### src/rtl/corr_window_engine_pkg.sv
// Shared constants and FSM encoding for the template-vs-frame correlation worker.
package corr_window_engine_pkg;

  localparam int H_RES_DEF = 640;
  localparam int V_RES_DEF = 480;
  localparam int TPL_W_DEF = 16;
  localparam int TPL_H_DEF = 16;
  localparam int PIX_W_DEF = 8;

  localparam int COORD_W  = 13;
  localparam int FRAME_AW = 20;
  localparam int TPL_AW   = 10;
  localparam int ACC_W    = 32;
  localparam int TAP_W    = 5;
  localparam int CNT_W    = 2;

  localparam int DRAIN_CYCLES  = 3;
  localparam int DONE_CYCLES   = 2;
  localparam int SETTLE_CYCLES = 2;

  typedef enum logic [2:0] {
    ST_IDLE,
    ST_ISSUE,
    ST_DRAIN,
    ST_DONE,
    ST_SETTLE
  } state_t;

endpackage

### src/rtl/corr_mac.sv
// Multiply-accumulate pipeline: aligns the tap valid with returning pixel data,
// registers the product, then adds it into a saturating 32-bit accumulator.
module corr_mac
  import corr_window_engine_pkg::*;
#(
  parameter int PIX_W = PIX_W_DEF
) (
  input  logic              clk,
  input  logic              rst,
  input  logic              clear,
  input  logic              valid,
  input  logic [PIX_W-1:0]  a,
  input  logic [PIX_W-1:0]  b,
  output logic [ACC_W-1:0]  acc
);

  logic                 data_vld_q, data_vld_d;
  logic                 prod_vld_q, prod_vld_d;
  logic [2*PIX_W-1:0]   prod_q, prod_d;
  logic [ACC_W-1:0]     acc_q, acc_d;
  logic [2*PIX_W-1:0]   a_ext, b_ext;
  logic [ACC_W:0]       sum;

  always_comb begin
    a_ext      = {{PIX_W{1'b0}}, a};
    b_ext      = {{PIX_W{1'b0}}, b};
    data_vld_d = valid;
    prod_vld_d = data_vld_q;
    prod_d     = data_vld_q ? a_ext * b_ext : '0;
    sum        = {1'b0, acc_q} + (ACC_W+1)'(prod_q);
    acc_d      = acc_q;
    // The carry out of the 33-bit sum means the score has hit the ceiling.
    if (prod_vld_q) acc_d = sum[ACC_W] ? '1 : sum[ACC_W-1:0];
    if (clear) begin
      data_vld_d = 1'b0;
      prod_vld_d = 1'b0;
      prod_d     = '0;
      acc_d      = '0;
    end
  end

  always_ff @(posedge clk) begin
    if (rst) begin
      data_vld_q <= 1'b0;
      prod_vld_q <= 1'b0;
      prod_q     <= '0;
      acc_q      <= '0;
    end else begin
      data_vld_q <= data_vld_d;
      prod_vld_q <= prod_vld_d;
      prod_q     <= prod_d;
      acc_q      <= acc_d;
    end
  end

  assign acc = acc_q;

endmodule

### src/rtl/corr_window_engine.sv
// Correlation worker: walks a TPL_W x TPL_H window at the controller's (X,Y),
// streams frame/template reads into corr_mac and hands back the score with a 2-cycle strobe.
module corr_window_engine
  import corr_window_engine_pkg::*;
#(
  parameter int H_RES = H_RES_DEF,
  parameter int V_RES = V_RES_DEF,
  parameter int TPL_W = TPL_W_DEF,
  parameter int TPL_H = TPL_H_DEF,
  parameter int PIX_W = PIX_W_DEF
) (
  input  logic                iCLK,
  input  logic                iRST,
  input  logic                iFrameDone,
  input  logic                iScanDone,
  input  logic [COORD_W-1:0]  iX,
  input  logic [COORD_W-1:0]  iY,
  output logic [FRAME_AW-1:0] oFrameAddr,
  input  logic [PIX_W-1:0]    iFramePix,
  output logic [TPL_AW-1:0]   oTplAddr,
  input  logic [PIX_W-1:0]    iTplPix,
  output logic                oCorrFinished,
  output logic [ACC_W-1:0]    oCurrentCorr,
  output logic                oBusy
);

  state_t                state_q, state_d;
  logic [COORD_W-1:0]    x_q, x_d, y_q, y_d;
  logic [TAP_W-1:0]      tx_q, tx_d, ty_q, ty_d;
  logic [CNT_W-1:0]      cnt_q, cnt_d;
  logic [FRAME_AW-1:0]   frame_addr_q, frame_addr_d;
  logic [TPL_AW-1:0]     tpl_addr_q, tpl_addr_d;
  logic                  tap_vld_q, tap_vld_d;
  logic                  finished_q, finished_d;
  logic [ACC_W-1:0]      corr_q, corr_d;
  logic                  busy_q, busy_d;

  logic                  mac_clear;
  logic [ACC_W-1:0]      acc;
  logic                  load_tap;
  logic                  last_tap;
  logic [COORD_W-1:0]    base_x, base_y;
  logic [TAP_W-1:0]      next_tx, next_ty;
  logic [COORD_W:0]      col, row;
  logic                  tap_in_range;

  assign last_tap = (tx_q == TAP_W'(TPL_W-1)) && (ty_q == TAP_W'(TPL_H-1));

  // NOTE: every signal driven here gets a default on entry, so no path can
  // leave one unassigned and infer a latch.
  always_comb begin
    state_d      = state_q;
    x_d          = x_q;
    y_d          = y_q;
    tx_d         = tx_q;
    ty_d         = ty_q;
    cnt_d        = cnt_q;
    frame_addr_d = frame_addr_q;
    tpl_addr_d   = tpl_addr_q;
    tap_vld_d    = 1'b0;
    finished_d   = 1'b0;
    corr_d       = corr_q;
    busy_d       = busy_q;
    mac_clear    = 1'b0;
    load_tap     = 1'b0;
    base_x       = x_q;
    base_y       = y_q;
    next_tx      = tx_q;
    next_ty      = ty_q;

    case (state_q)
      ST_IDLE: begin
        if (iFrameDone && !iScanDone) begin
          // Tap 0 is addressed straight from the live coordinate so it issues
          // in the first ISSUE cycle.
          state_d   = ST_ISSUE;
          x_d       = iX;
          y_d       = iY;
          base_x    = iX;
          base_y    = iY;
          next_tx   = '0;
          next_ty   = '0;
          load_tap  = 1'b1;
          mac_clear = 1'b1;
          busy_d    = 1'b1;
        end
      end
      ST_ISSUE: begin
        if (!iFrameDone) begin
          state_d = ST_IDLE;
          busy_d  = 1'b0;
        end else if (last_tap) begin
          state_d = ST_DRAIN;
          cnt_d   = '0;
        end else begin
          if (tx_q == TAP_W'(TPL_W-1)) begin
            next_tx = '0;
            next_ty = ty_q + 1'b1;
          end else begin
            next_tx = tx_q + 1'b1;
          end
          load_tap = 1'b1;
        end
      end
      ST_DRAIN: begin
        if (!iFrameDone) begin
          state_d = ST_IDLE;
          busy_d  = 1'b0;
        end else if (cnt_q == CNT_W'(DRAIN_CYCLES-1)) begin
          state_d    = ST_DONE;
          cnt_d      = '0;
          corr_d     = acc;
          finished_d = 1'b1;
          busy_d     = 1'b0;
        end else begin
          cnt_d = cnt_q + 1'b1;
        end
      end
      ST_DONE: begin
        if (cnt_q == CNT_W'(DONE_CYCLES-1)) begin
          state_d = ST_SETTLE;
          cnt_d   = '0;
        end else begin
          finished_d = 1'b1;
          cnt_d      = cnt_q + 1'b1;
        end
      end
      ST_SETTLE: begin
        if (cnt_q == CNT_W'(SETTLE_CYCLES-1)) begin
          state_d = ST_IDLE;
          cnt_d   = '0;
        end else begin
          cnt_d = cnt_q + 1'b1;
        end
      end
      default: state_d = ST_IDLE;
    endcase

    col          = {1'b0, base_x} + (COORD_W+1)'(next_tx);
    row          = {1'b0, base_y} + (COORD_W+1)'(next_ty);
    tap_in_range = (col < (COORD_W+1)'(H_RES)) && (row < (COORD_W+1)'(V_RES));

    if (load_tap) begin
      tx_d       = next_tx;
      ty_d       = next_ty;
      tpl_addr_d = TPL_AW'(next_ty) * TPL_AW'(TPL_W) + TPL_AW'(next_tx);
      tap_vld_d  = tap_in_range;
      // Clipped taps keep the previous legal address on the SRAM bus.
      if (tap_in_range)
        frame_addr_d = FRAME_AW'(row) * FRAME_AW'(H_RES) + FRAME_AW'(col);
    end
  end

  // NOTE: registers update with non-blocking assignments only, and reset is
  // synchronous so it simply takes priority inside the clocked block.
  always_ff @(posedge iCLK) begin
    if (iRST) begin
      state_q      <= ST_IDLE;
      x_q          <= '0;
      y_q          <= '0;
      tx_q         <= '0;
      ty_q         <= '0;
      cnt_q        <= '0;
      frame_addr_q <= '0;
      tpl_addr_q   <= '0;
      tap_vld_q    <= 1'b0;
      finished_q   <= 1'b0;
      corr_q       <= '0;
      busy_q       <= 1'b0;
    end else begin
      state_q      <= state_d;
      x_q          <= x_d;
      y_q          <= y_d;
      tx_q         <= tx_d;
      ty_q         <= ty_d;
      cnt_q        <= cnt_d;
      frame_addr_q <= frame_addr_d;
      tpl_addr_q   <= tpl_addr_d;
      tap_vld_q    <= tap_vld_d;
      finished_q   <= finished_d;
      corr_q       <= corr_d;
      busy_q       <= busy_d;
    end
  end

  corr_mac #(.PIX_W(PIX_W)) u_mac (
    .clk   (iCLK),
    .rst   (iRST),
    .clear (mac_clear),
    .valid (tap_vld_q),
    .a     (iFramePix),
    .b     (iTplPix),
    .acc   (acc)
  );

  assign oFrameAddr    = frame_addr_q;
  assign oTplAddr      = tpl_addr_q;
  assign oCorrFinished = finished_q;
  assign oCurrentCorr  = corr_q;
  assign oBusy         = busy_q;

endmodule
### config.mk
export PLATFORM = sky130hd
export DESIGN_NAME = corr_window_engine
export DESIGN_NICKNAME = d
export VERILOG_FILES = /design/src/rtl/corr_window_engine_pkg.sv /design/src/rtl/corr_mac.sv /design/src/rtl/corr_window_engine.sv
export SDC_FILE = /design/constraint.sdc
export NUM_CORES = 1
export LEC_CHECK = 0
export ABC_AREA = 1
export CAP_MARGIN = 20
export CELL_PAD_IN_SITES_DETAIL_PLACEMENT = 1
export CELL_PAD_IN_SITES_GLOBAL_PLACEMENT = 1
export CORE_AREA = 2 2 200 153
export DETAILED_ROUTE_END_ITERATION = 16
export DIE_AREA = 0 0 202 155
export PLACE_DENSITY = 0.87
export SYNTH_ARGS = -nofsm -noshare
export SYNTH_HDL_FRONTEND = slang
export SYNTH_SLANG_ARGS = --single-unit
### constraint.sdc
create_clock -name iCLK -period 5.43 [get_ports iCLK]
set_input_delay 1.086 -clock iCLK [delete_from_list [all_inputs] [get_ports iCLK]]
set_output_delay 1.086 -clock iCLK [all_outputs]
set_load 0.05 [all_outputs]
==> key figures <==
Cells and area
  – Design Area, Final: roughly 15000 um2
  – Area growth syn-to-layout: 32.50%
  – Final #Nets: 2029
  – Layout cells sized above 1: 0.1685

Logic synthesis
  – Average size of a mapped cell: 6.823 um2
  – Register bit count reported by yosys: 152
  – Most frequent cell after synthesis: nand2_1
  – Ys async rst share: 0
  – Prevailing post-synth register cell: dfxtp_1
  – YS warnings: 0
  – Register area share after synthesis: 0.2765
  – Mapped cell area: 11010 um2
  – Distinct cells, synth: 41
  – Post-synth top cells: 351 x nand2_1, 288 x inv_1, 173 x nor2_1
  – Top cells by area, synth: dfxtp_1 28%, nand2_1 12%, ha_1 10%
  – Post-synth top area share: 0.2765
  – Post-Synthesis Net Count: 1792
  – Mapped Cells: 1613
  – Area leader, netlist: dfxtp_1
  – Number of flops mapped to enable cells by yosys: 0

Setup path
  – CP Max Fanout: 5
  – Worst r2r src: ty_q[0]$_SDFFE_PP0P_
  – Crit path kind: flip-flop to flip-flop
  – Worst path max stage delay: 460 ps
  – CP required: 5810 ps
  – Worst path slowest cell: fa_2
  – R2r setup slk: -240 ps
  – Worst Path Arrival: 6060 ps
  – Critical path origin: ty_q[0]$_SDFFE_PP0P_
  – Reg2reg path depth: 30
  – CP endpoint kind: flip-flop
  – RR Endpoint: oFrameAddr[16]$_SDFFE_PP0P_
  – Startpoint types: flip-flop

Route
  – Vias: 11790
  – Wirelength per Cell: approximately 18 um
  – Drt first pass iters: 5
  – Starting DRC count in detailed routing: ~650
  – Routed Antenna Nets: 0
  – DR DRC count: 0
  – Via/cell ratio: 5.212
  – Final wirelength: between 40 and 50 mm

Run status
  – Failing checks: negative setup slack
  – Status: finished, violations left

CTS
  – Clock Pin Slew Worst Setup and Hold Paths: 70 ps
  – Worst-Skew Late Latency: 460 ps
  – Clock sink count: 152
  – H-tree depth: 4
  – Hold_buf cts: 0
  – CTS root buf: clkbuf_16
  – CTS buffer count: 17
  – Max Buffers Root-to-Sink: 2
  – CTS tree: yes

Floorplan
  – Die Y: 155 um
  – I/O Pins: 110
  – Core area: 29520 um2
  – Die width: 202 um
  – Starting Density: 0.3728
  – FP Rows: 55
  – Die Area: 31310 um2

Placement
  – RePlAce Congestion: about 0.87
  – Dpl hpwl: between 20 and 30 mm
  – Instance area at placement: 13510 um2
  – I/O Buffers: 109
  – Post-Place Worst Slack: -680.1 ps

STA
  – Worst slew pin tran: 810.9 ps
  – Final period util: 1.045
  – Fmax: 176.3 MHz
  – Worst Skew: approximately 16 ps
  – Max Slew Vio Count: 0
  – Final Hold Vio Count: 0
  – Setup ws final: -243.5 ps
  – Post-layout min period: 5674 ps
  – Max_slew headroom: 0.4537
  – Setup-failing EPs final: 4
  – Sum Neg Setup Slack: -595.6 ps

Global routing
  – GRT Residual Overflow: 0
  – Antenna violations before repair: 1
  – Tot GR Track Use: 0.2477
  – Largest net degree at the start of global routing: 54
  – Vias in the first global route: 12460
  – First-pass GRT wire length: 62.24 mm

Hold path
  – Worst hold endpoint: u_mac.data_vld_q$_SDFF_PP0_
  – Hold path cells: 2
  – Hold WC Path Type: flip-flop to flip-flop
  – Hold_sp: tap_vld_q$_SDFF_PP0_

Power
  – Max rail drop VDD: 256.9 uV
  – Final Total Pwr: ~0.0055 W
  – Power Dens Cells: ~380 nW/um2
  – Lkg Pwr: 7.275 nW

Flow run
  – Max Cap Violations: 0
## sequential cells by signal (all words and copies together), names as in the netlist, 2 cells and up
register / flops
oCurrentCorr: 32
u_mac.acc: 32
oFrameAddr: 20
u_mac.prod_q: 16
x_q: 13
y_q: 13
oTplAddr: 6
tx_q: 5
ty_q: 5
state_q: 3
cnt_q: 2
## logic make-up after synthesis
group | synth area share
buffers and inverters | 0.1232
XOR/XNOR | 0.03104
adder cells (fa/ha/maj) | 0.1792
AND/OR/NAND/NOR | 0.2671
AO/OA/AOI/OAI | 0.1230
flip-flops | 0.2765
## worst max-delay path by stage
| stage | slack, ps | end | cells after the start |
|---|---|---|---|
| floorplan | 20 | oFrameAddr[19]$_SDFFE_PP0P_ | 29 |
| global placement | -460 | oFrameAddr[19]$_SDFFE_PP0P_ | 30 |
| detailed placement | -680 | oFrameAddr[18]$_SDFFE_PP0P_ | 36 |
| CTS | -0.4 | oFrameAddr[18]$_SDFFE_PP0P_ | 34 |
| global route | -460 | oFrameAddr[16]$_SDFFE_PP0P_ | 30 |
| finish | -240 | oFrameAddr[16]$_SDFFE_PP0P_ | 30 |
## cell usage in the layout (no fill, tap or decap), types with 23 or more instances in the layout
cell and count:
nand2_1 340, inv_1 278, nor2_1 165, buf_4 156, dfxtp_1 150, clkdlybuf4s50_1 102
o21ai_0 95, a21oi_1 91, ha_1 75, nand3_1 73, fa_1 39, nand4_1 25
xor2_1 23
## metal layers
metal,wire length [um],GRT usage,part of all wire,vias to the layer above
li1,-,-,-,5570
met1,17270,0.3058,0.42,5779
met2,20380,0.4372,0.50,342
met3,2060,0.04147,0.050,103
met4,1194,0.08648,0.029,0
met5,0,0,0,-
## power by group
group	internal, W	leakage [nW]	switching [W]
clock	0.000662	0.285	0.000573
combinational	0.00122	5.76	0.00175
sequential	0.00123	1.23	0.0000717
## per-stage QoR
| step | instances | util | hold WS [ps] |
|---|---|---|---|
| finish | 2263 | 0.4940 | 414.8 |
| global route | 2263 | 0.4940 | 445.1 |
| CTS | 2251 | 0.4811 | 419.1 |
| detailed placement | 2218 | 0.4576 | 408.4 |
| global placement | 2218 | 0.4576 | 408.9 |
| floorplan | 1613 | - | 393.6 |
## layout make-up
| type | instances | area [um2] |
|---|---|---|
| antenna | 1 | 2.502 |
| clock buffer | 18 | 439.2 |
| clock inverter | 14 | 153.9 |
| fill | 3770 | 14940 |
| inverter | 294 | 1104 |
| multi-input combinational | 1113 | 6965 |
| sequential | 152 | 3045 |
| tap | 399 | 499.2 |
| timing repair buffer | 272 | 2374 |
## what timing repair did
item | in CTS | in global routing
pin swaps | 4 | 28
endpoints found under the hold margin | 0 | 0
gates resized for setup | 23 | 77
buffers inserted | 1 | 11
endpoints found under the setup margin | 7 | 10
## critical path: cells and delay by family (launching register included)
family                   cells  cell delay, ps
buffers and inverters        8             910
XOR/XNOR                     1             310
AO/OA/AOI/OAI                4             550
flip-flops                   1             410
adder cells (fa/ha/maj)      8            2260
AND/OR/NAND/NOR              9            1110
No activity file was read; power rests on OpenSTA's default activity.
